--- config.mk ---
export PLATFORM = sky130hd
export DESIGN_NAME = cache_mem_rd_arbiter
export DESIGN_NICKNAME = d
export VERILOG_FILES = /design/src/rtl/cache_mem_rd_arbiter_pkg.sv /design/src/rtl/cache_mem_rd_arbiter_arb_grant.sv /design/src/rtl/cache_mem_rd_arbiter.sv
export SDC_FILE = /design/constraint.sdc
export NUM_CORES = 1
export LEC_CHECK = 0
export BUFFER_PORTS_ARGS = -buffer_cell sky130_fd_sc_hd__buf_2
export CORE_AREA = 2 2 84 86
export CTS_CLUSTER_DIAMETER = 120
export DETAILED_ROUTE_END_ITERATION = 10
export DIE_AREA = 0 0 86 88
export HOLD_SLACK_MARGIN = 0.1
export PLACE_DENSITY = 0.91
export REMOVE_ABC_BUFFERS = 1
export SYNTH_ARGS = -nofsm -noshare
export SYNTH_HDL_FRONTEND = slang
export SYNTH_SLANG_ARGS = --single-unit
--- constraint.sdc ---
create_clock -name clk -period 2.4 [get_ports clk]
set_input_delay 0.24 -clock clk [delete_from_list [all_inputs] [get_ports clk]]
set_output_delay 0.24 -clock clk [all_outputs]
set_load 0.1 [all_outputs]
--- src/rtl/cache_mem_rd_arbiter_pkg.sv ---
// Shared encodings for the I/D-cache line-refill read arbiter.
// Optional macro ARB_ROUND_ROBIN_EN selects round-robin tie breaking.
package cache_mem_rd_arbiter_pkg;

    // One-hot FSM state encodings
    localparam int unsigned STATE_W = 3;
    localparam logic [2:0]  ST_IDLE = 3'b001;
    localparam logic [2:0]  ST_REQ  = 3'b010;
    localparam logic [2:0]  ST_RESP = 3'b100;

    // Burst owner encoding
    localparam logic OWN_I = 1'b0;
    localparam logic OWN_D = 1'b1;

    // Default beats per line refill and line offset width
    localparam int unsigned DEF_BURST_LEN = 8;
    localparam int unsigned LINE_OFF_W    = 5;
    localparam int unsigned BEAT_CNT_W    = 3;

    // The cache that is not the given one
    function automatic logic other_owner(input logic own);
        return ~own;
    endfunction

endpackage

--- src/rtl/cache_mem_rd_arbiter_arb_grant.sv ---
// Two-way grant logic for the read arbiter.
// ARB_ROUND_ROBIN_EN defined: ties go to the cache not granted last.
// ARB_ROUND_ROBIN_EN undefined: ties always go to the D-cache.
module cache_mem_rd_arbiter_arb_grant
    import cache_mem_rd_arbiter_pkg::*;
(
`ifdef ARB_ROUND_ROBIN_EN
    input  logic clk,
    input  logic rst,
`endif
    input  logic ic_req,
    input  logic dc_req,
    input  logic grant_en,
    output logic grant_valid_c,
    output logic grant_owner_c
);

    // A grant is issued whenever arbitration is open and anyone asks
    assign grant_valid_c = grant_en && (ic_req || dc_req);

`ifdef ARB_ROUND_ROBIN_EN
    logic last_grant_q;

    // Remember who won the most recent grant; D wins the first tie
    always_ff @(posedge clk or posedge rst) begin
        if (rst) begin
            last_grant_q <= OWN_I;
        end else if (grant_valid_c) begin
            last_grant_q <= grant_owner_c;
        end
    end

    // Tie goes to the cache that lost last time; a lone requester wins
    always_comb begin
        grant_owner_c = OWN_I;
        if (ic_req && dc_req) begin
            grant_owner_c = other_owner(last_grant_q);
        end else if (dc_req) begin
            grant_owner_c = OWN_D;
        end
    end
`else
    // Fixed priority: D-cache wins any tie
    always_comb begin
        grant_owner_c = OWN_I;
        if (dc_req) begin
            grant_owner_c = OWN_D;
        end
    end
`endif

endmodule

--- src/rtl/cache_mem_rd_arbiter.sv ---
// Arbitrates I-cache and D-cache line refill reads onto one memory read
// channel. The granted cache owns the channel for its whole burst.
// Optional macro ARB_ROUND_ROBIN_EN: round-robin tie breaking instead of
// fixed D-cache priority.
module cache_mem_rd_arbiter
    import cache_mem_rd_arbiter_pkg::*;
#(
    parameter int unsigned ADDR_WIDTH = 32,
    parameter int unsigned DATA_WIDTH = 32,
    parameter int unsigned BURST_LEN  = DEF_BURST_LEN
) (
    input  logic                  clk,
    input  logic                  rst,

    input  logic                  ic_rd_req_valid,
    input  logic [ADDR_WIDTH-1:0] ic_rd_req_addr,
    output logic                  ic_rd_req_ready,
    output logic                  ic_rd_rsp_valid,
    output logic [DATA_WIDTH-1:0] ic_rd_rsp_data,
    output logic                  ic_rd_rsp_last,
    input  logic                  ic_rd_rsp_ready,

    input  logic                  dc_rd_req_valid,
    input  logic [ADDR_WIDTH-1:0] dc_rd_req_addr,
    output logic                  dc_rd_req_ready,
    output logic                  dc_rd_rsp_valid,
    output logic [DATA_WIDTH-1:0] dc_rd_rsp_data,
    output logic                  dc_rd_rsp_last,
    input  logic                  dc_rd_rsp_ready,

    output logic                  to_mem_rd_req_valid,
    output logic [ADDR_WIDTH-1:0] to_mem_rd_req_addr,
    input  logic                  from_mem_rd_req_ready,
    input  logic                  from_mem_rd_rsp_valid,
    input  logic [DATA_WIDTH-1:0] from_mem_rd_rsp_data,
    input  logic                  from_mem_rd_rsp_last,
    output logic                  to_mem_rd_rsp_ready,

    output logic                  busy,
    output logic                  burst_err
);

    localparam logic [ADDR_WIDTH-1:0] LINE_MASK =
        ~ADDR_WIDTH'((1 << LINE_OFF_W) - 1);
    localparam logic [BEAT_CNT_W-1:0] LAST_BEAT = BEAT_CNT_W'(BURST_LEN - 1);

    logic [STATE_W-1:0]    state_q, state_d;
    logic                  owner_q, owner_d;
    logic [ADDR_WIDTH-1:0] addr_q, addr_d;
    logic [BEAT_CNT_W-1:0] beat_cnt_q, beat_cnt_d;
    logic                  burst_err_q, burst_err_d;

    logic                  in_idle, in_req, in_resp;
    logic                  grant_valid_c, grant_owner_c;
    logic                  beat_hs;

    assign in_idle = (state_q == ST_IDLE);
    assign in_req  = (state_q == ST_REQ);
    assign in_resp = (state_q == ST_RESP);

    // Grant selection between the two caches
    cache_mem_rd_arbiter_arb_grant u_arb_grant (
`ifdef ARB_ROUND_ROBIN_EN
        .clk           (clk),
        .rst           (rst),
`endif
        .ic_req        (ic_rd_req_valid),
        .dc_req        (dc_rd_req_valid),
        .grant_en      (in_idle),
        .grant_valid_c (grant_valid_c),
        .grant_owner_c (grant_owner_c)
    );

    // A beat moves when memory offers it and the owner accepts it
    assign beat_hs = in_resp && from_mem_rd_rsp_valid && to_mem_rd_rsp_ready;

    // State, owner, line address, beat count and error registers
    always_ff @(posedge clk or posedge rst) begin
        if (rst) begin
            state_q     <= ST_IDLE;
            owner_q     <= OWN_I;
            addr_q      <= '0;
            beat_cnt_q  <= '0;
            burst_err_q <= 1'b0;
        end else begin
            state_q     <= state_d;
            owner_q     <= owner_d;
            addr_q      <= addr_d;
            beat_cnt_q  <= beat_cnt_d;
            burst_err_q <= burst_err_d;
        end
    end

    // Next-state logic: grant in IDLE, request in REQ, stream beats in RESP
    always_comb begin
        state_d     = state_q;
        owner_d     = owner_q;
        addr_d      = addr_q;
        beat_cnt_d  = beat_cnt_q;
        burst_err_d = burst_err_q;
        unique case (state_q)
            ST_IDLE: begin
                if (grant_valid_c) begin
                    owner_d    = grant_owner_c;
                    addr_d     = ((grant_owner_c == OWN_D) ? dc_rd_req_addr
                                                           : ic_rd_req_addr) & LINE_MASK;
                    beat_cnt_d = '0;
                    state_d    = ST_REQ;
                end
            end
            ST_REQ: begin
                if (from_mem_rd_req_ready) begin
                    state_d = ST_RESP;
                end
            end
            ST_RESP: begin
                if (beat_hs) begin
                    beat_cnt_d = beat_cnt_q + BEAT_CNT_W'(1);
                    if (from_mem_rd_rsp_last) begin
                        state_d = ST_IDLE;
                        if (beat_cnt_q != LAST_BEAT) begin
                            burst_err_d = 1'b1;
                        end
                    end
                end
            end
            default: begin
                state_d = ST_IDLE;
            end
        endcase
    end

    // Channel steering: only the owner sees handshakes and beats
    always_comb begin
        to_mem_rd_req_valid = 1'b0;
        to_mem_rd_req_addr  = '0;
        to_mem_rd_rsp_ready = 1'b0;
        ic_rd_req_ready     = 1'b0;
        dc_rd_req_ready     = 1'b0;
        ic_rd_rsp_valid     = 1'b0;
        ic_rd_rsp_data      = '0;
        ic_rd_rsp_last      = 1'b0;
        dc_rd_rsp_valid     = 1'b0;
        dc_rd_rsp_data      = '0;
        dc_rd_rsp_last      = 1'b0;
        if (in_req) begin
            to_mem_rd_req_valid = 1'b1;
            to_mem_rd_req_addr  = addr_q;
            if (owner_q == OWN_D) begin
                dc_rd_req_ready = from_mem_rd_req_ready;
            end else begin
                ic_rd_req_ready = from_mem_rd_req_ready;
            end
        end
        if (in_resp) begin
            if (owner_q == OWN_D) begin
                to_mem_rd_rsp_ready = dc_rd_rsp_ready;
                dc_rd_rsp_valid     = from_mem_rd_rsp_valid;
                dc_rd_rsp_data      = from_mem_rd_rsp_data;
                dc_rd_rsp_last      = from_mem_rd_rsp_last;
            end else begin
                to_mem_rd_rsp_ready = ic_rd_rsp_ready;
                ic_rd_rsp_valid     = from_mem_rd_rsp_valid;
                ic_rd_rsp_data      = from_mem_rd_rsp_data;
                ic_rd_rsp_last      = from_mem_rd_rsp_last;
            end
        end
    end

    // Status outputs
    assign busy      = !in_idle;
    assign burst_err = burst_err_q;

endmodule

Yosys cells after proc, flatten, opt, wreduce, memory -nomap -nowiden

Cells that the tools add are included.
W data, S select, Z words.

Memory bits (writable): 0
Logic and storage cells: 54
Memory bits (read-only): 0
Bits in latches: 0
Bits in registers: 35
Memories kept: 0

Bitwise logic cells: 0
Div/mod/pow operators: 0
$mul: 0
Shift operators: 0
Add/sub/neg operators: 1
Multiplexer cells: 30
Reduce and logical (&&, ||, !) cells: 10
$lt $le $gt $ge: 0
Equality and inequality tests: 8

Operators by type and width:

| kind                  | number |
|---|---|
| $mux W32              | 6 |
| $mux W3               | 6 |
| $mux W1               | 16 |
| $pmux W3 S3           | 1 |
| $reduce_and A4 Y1     | 2 |
| $pmux W3 S2           | 1 |
| $ne A2 B1 Y1 const B  | 2 |
| $ne A2 B2 Y1 const B  | 2 |
| $add A3 B1 Y3 const B | 1 |
| $eq A3 B1 Y1 const B  | 1 |
| $eq A3 B2 Y1 const B  | 1 |
| $eq A3 B3 Y1 const B  | 1 |
| $logic_and A1 B1 Y1   | 3 |
| $ne A3 B3 Y1 const B  | 1 |
| $reduce_and A3 Y1     | 1 |
| $reduce_and A2 Y1     | 1 |
| $reduce_bool A2 Y1    | 1 |
| $logic_not A1 Y1      | 1 |
| $logic_or A1 B1 Y1    | 1 |

Depth between registers and ports, before layout

Word-level depth: 5
Gate-level depth with buffers: 7

By module

From an unflattened synthesis, not the netlist that was laid out.

Cells, all modules: 274
Area, all modules: 2467.4 µm²

By module, submodules not included:

| module                         | times used | cells each | area an instance (µm²) |
|---|---|---|---|
| cache_mem_rd_arbiter           | 1          | 272        | 2452.4 |
| cache_mem_rd_arbiter_arb_grant | 1          | 2          | 15.0 |

Worst setup path after synthesis

No wires, ideal clock.

Path type: register to output
Start point: reg state_q[2]
End point: out ic_rd_req_ready
Setup slack: -1.036 ns
Required time: 2.160 ns
Path buffers: 2
Arrival: 3.196 ns
Stages on the path, launching flop included: 6
Cells stage by stage: dfrtp_1 buf_4 nor3b_2 clkbuf_1 nand2_1 nor2_1

Longest elaborated chain between the ends: 2

RTL lines:

| what                   | line                        | source |
|---|---|---|
| start, declared        | cache_mem_rd_arbiter.sv:47  | `logic [STATE_W-1:0] state_q, state_d;` |
| start signal, assigned | cache_mem_rd_arbiter.sv:86  | `state_q <= state_d;` |
| $eq A3 B2 Y1           | cache_mem_rd_arbiter.sv:58  | `assign in_req = (state_q == ST_REQ);` |
| $mux W1                | cache_mem_rd_arbiter.sv:146 | `if (in_req) begin` |
| end, declared          | cache_mem_rd_arbiter.sv:17  | `output logic ic_rd_req_ready,` |

Every way passes these cells.

Final worst setup path

Start point: reg state_q[1]
End point: out ic_rd_rsp_data[28]

Longest elaborated chain between the ends: 2

RTL lines:

| what          | line                        | source |
|---|---|---|
| $eq A3 B3 Y1  | cache_mem_rd_arbiter.sv:59  | `assign in_resp = (state_q == ST_RESP);` |
| $mux W32      | cache_mem_rd_arbiter.sv:155 | `if (in_resp) begin` |
| end, declared | cache_mem_rd_arbiter.sv:19  | `output logic [DATA_WIDTH-1:0] ic_rd_rsp_data,` |

Every way passes these cells.

==> results by group <==
Outcome
  – Status: finished clean

Worst setup path
  – FF-to-FF path depth: 5
  – Req. time, crit path: 2.16 ns
  – WS Path Type: flop to primary output
  – End of the worst register-to-register path: addr_q[27]
  – Crit path DAT: 2.05 ns
  – Internal reg-to-reg setup slack: around 0.61 ns
  – CP Launch Type: flop
  – CP endpoint kind: primary output
  – CP Max Fanout: 34
  – FF-to-FF Start: state_q[0]
  – Worst setup startpoint: state_q[1]

Final layout
  – P&R area growth vs syn: 98.04%
  – Design area: 5174 um2
  – Final core utilization: 77.87%
  – Nets: 550
  – Share of layout cells above drive strength 1: 61.71%
  – N_diodes: 0

Timing
  – # setup viols final: 0
  – Setup TNS: 0 ns
  – RSZ-0062 raised after global routing: no
  – Clock skew: 0.003344 ns
  – Slew Viols, Final: 0
  – Tmin final: between 2 and 2.5 ns
  – PnR worst setup slack: 0.1117 ns
  – Slew headroom: ~64%
  – Final Hold Vio Count: 0
  – Maximum clock frequency: around 0.44 GHz
  – Least-Margin Pin Slew: 0.5391 ns
  – Hold_ws: 0.2043 ns
  – Final Cycle Share: 95.35%

CTS
  – Clk sinks: 35
  – Root Driver: clkbuf_8
  – H-Tree Depth: 2
  – TritonCTS Buffers: 5
  – Clock Latency Late Sink: 0.28 ns
  – Clock transition at path regs: 0.07 ns
  – Total setup buffers inserted after CTS: 0
  – CTS tree: built
  – CTS Buffer Depth: 2

Power
  – Clk network pwr share: 9.0%
  – Leakage dissipation: 0.002494 uW
  – Pwr/cell area: 900.1 nW/um2
  – Register share of total power: 22.9%
  – Switching Share: 50.51%
  – Net Sw Power: 2352 uW
  – Pint: 2304 uW
  – Max IR drop VDD: 0.0008337 V
  – Comb pwr share: about two thirds

Yosys
  – Post-synth top area share: about a third
  – Synthesized flop and latch total: 35
  – Cell with the most instances after synthesis: and2_1
  – Synth top area cells: dfrtp_1 33%, mux2_2 20%, and2_1 15%
  – Avg Inst Size Synth: 10.21 um2
  – Synth warn: 0
  – Most used flip-flop cell after synthesis: dfrtp_1
  – Async set-reset flop share out of synthesis: 100.0%
  – Seq/Total Area, Yosys: around 34%
  – Most frequent cells after synthesis: 61 x and2_1, 47 x mux2_2, 35 x and3_1, 34 x dfrtp_1, 12 x clkbuf_1
  – Mapped Area: ~2600 um2
  – Post-Syn Instances: 256
  – Number of synthesized flops with an enable pin: 0
  – Yosys top cell by area: dfrtp_1
  – Yosys cell types: 38

Global route
  – Gr ovfl total: 0
  – Largest net degree at the start of global routing: 38
  – GRT Overall Usage: 23.18%
  – First-pass GRT wire length: 13590 um
  – Initial antenna violation count: 0
  – Number of global-route vias before repair: 2682

Drt
  – Final WL: slightly above 9000 um
  – Drt pass-1 iters: 4
  – Starting DRT DRC Count: 63
  – Vias: roughly 2600
  – Drc violations: 0
  – Post-route ant nets: 0
  – Via density: ~5
  – Post-DR wirelength/cell: 17.42 um

Place
  – Placed Area: 5081 um2
  – DP HPWL: 7548 um
  – Setup WS pre-CTS: about 0.38 ns
  – Placer Congestion: 0.7905
  – IO buf count: 195

Floorplanning
  – Floorplan row count: 30
  – Die width: about 86 um
  – Total Die Area: about 7600 um2
  – Io pins: ~210
  – Initial Utilization: 39.32%
  – Core area: 6644 um2
  – Die H: between 80 and 90 um

Min path
  – Hold endpoint: state_q[2]
  – Worst Min Path Start: from_mem_rd_req_ready
  – Hold WC Path Type: input port to flop
  – Min-Delay Path Depth: 2

Flow run
  – Max-Cap Viols: 0
worst max path at each step:
stage / to / slack, ns
floorplan: ic_rd_req_ready / -1.61
global placement: ic_rd_rsp_data[29] / 0.45
detailed placement: ic_rd_rsp_data[4] / 0.38
CTS: ic_rd_rsp_data[4] / 0.07
global route: ic_rd_rsp_data[15] / 0.02
finish: ic_rd_rsp_data[28] / 0.11
kinds of logic after synthesis:
logic type	Yosys count	share of synthesized area (%)
multiplexers	56	25.24
flip-flops	35	33.57
AO/OA/AOI/OAI	11	3.353
buffers and inverters	32	6.944
AND/OR/NAND/NOR	118	29.45
XOR/XNOR	1	0.3353
adder cells (fa/ha/maj)	2	0.9577
other	1	0.1435
power by group through the flow:
stage | clock network [uW] | registers (uW) | logic, uW
finish | 420 | 1070 | 3170
global route | 452 | 1110 | 3290
CTS | 430 | 1070 | 3190
detailed placement | 0 | 1080 | 3180
global placement | 0 | 1040 | 3110
floorplan | 0 | 1080 | 2040
cell usage in the layout (no fill, tap or decap), types with 3 or more instances in the layout:
| master | n |
|---|---|
| and2_1 | 61 |
| and3_1 | 35 |
| buf_12 | 99 |
| buf_2 | 97 |
| buf_4 | 7 |
| clkbuf_8 | 5 |
| conb_1 | 5 |
| dfrtp_1 | 33 |
| inv_1 | 3 |
| mux2_2 | 47 |
| mux2_4 | 8 |
| nand4_1 | 3 |
| nor2_1 | 4 |
worst max-delay path, stage by stage, from the launching register on:
cell and delay [ns]:
dfrtp_1 0.50, or3b_4 0.48, nor2_4 0.09, buf_4 0.28, and2_1 0.22, buf_12 0.19
routing by layer:
| metal | vias to the layer above | share of wire [%] | GRT usage [%] |
|---|---|---|---|
| met3 | 17 | 7.6 | 5.844 |
| met5 | - | 0 | 0 |
| met1 | 1242 | 34 | 23.32 |
| li1 | 1245 | - | - |
| met2 | 132 | 57 | 45.88 |
| met4 | 0 | 2.0 | 8.081 |
flip-flops by register name (all words and copies together), names as in the netlist:
name        flops
addr_q         27
state_q         3
beat_cnt_q      3
owner_q         1
burst_err       1
cell type report:
type	instances	area [um2]
Clock buffer	7	76.32
Clock inverter	1	5.005
Fill cell	388	1470
Inverter	4	15.01
Multi-Input combinational cell	193	1569
Sequential cell	35	878.3
Tap cell	80	100.1
Timing Repair Buffer	204	2530
what timing repair did:
action	in CTS	in global routing
gates resized for setup	0	1
setup endpoints to repair	0	34
hold buffers	1	0
endpoints found under the hold margin	34	0
stage by stage:
step	cells	total power (uW)
after detailed placement	515	4261
after floorplan	232	3117
final	524	4657
after global placement	515	4145
after global routing	524	4855
after CTS	524	4685
Power figures use the tool's default switching activity.
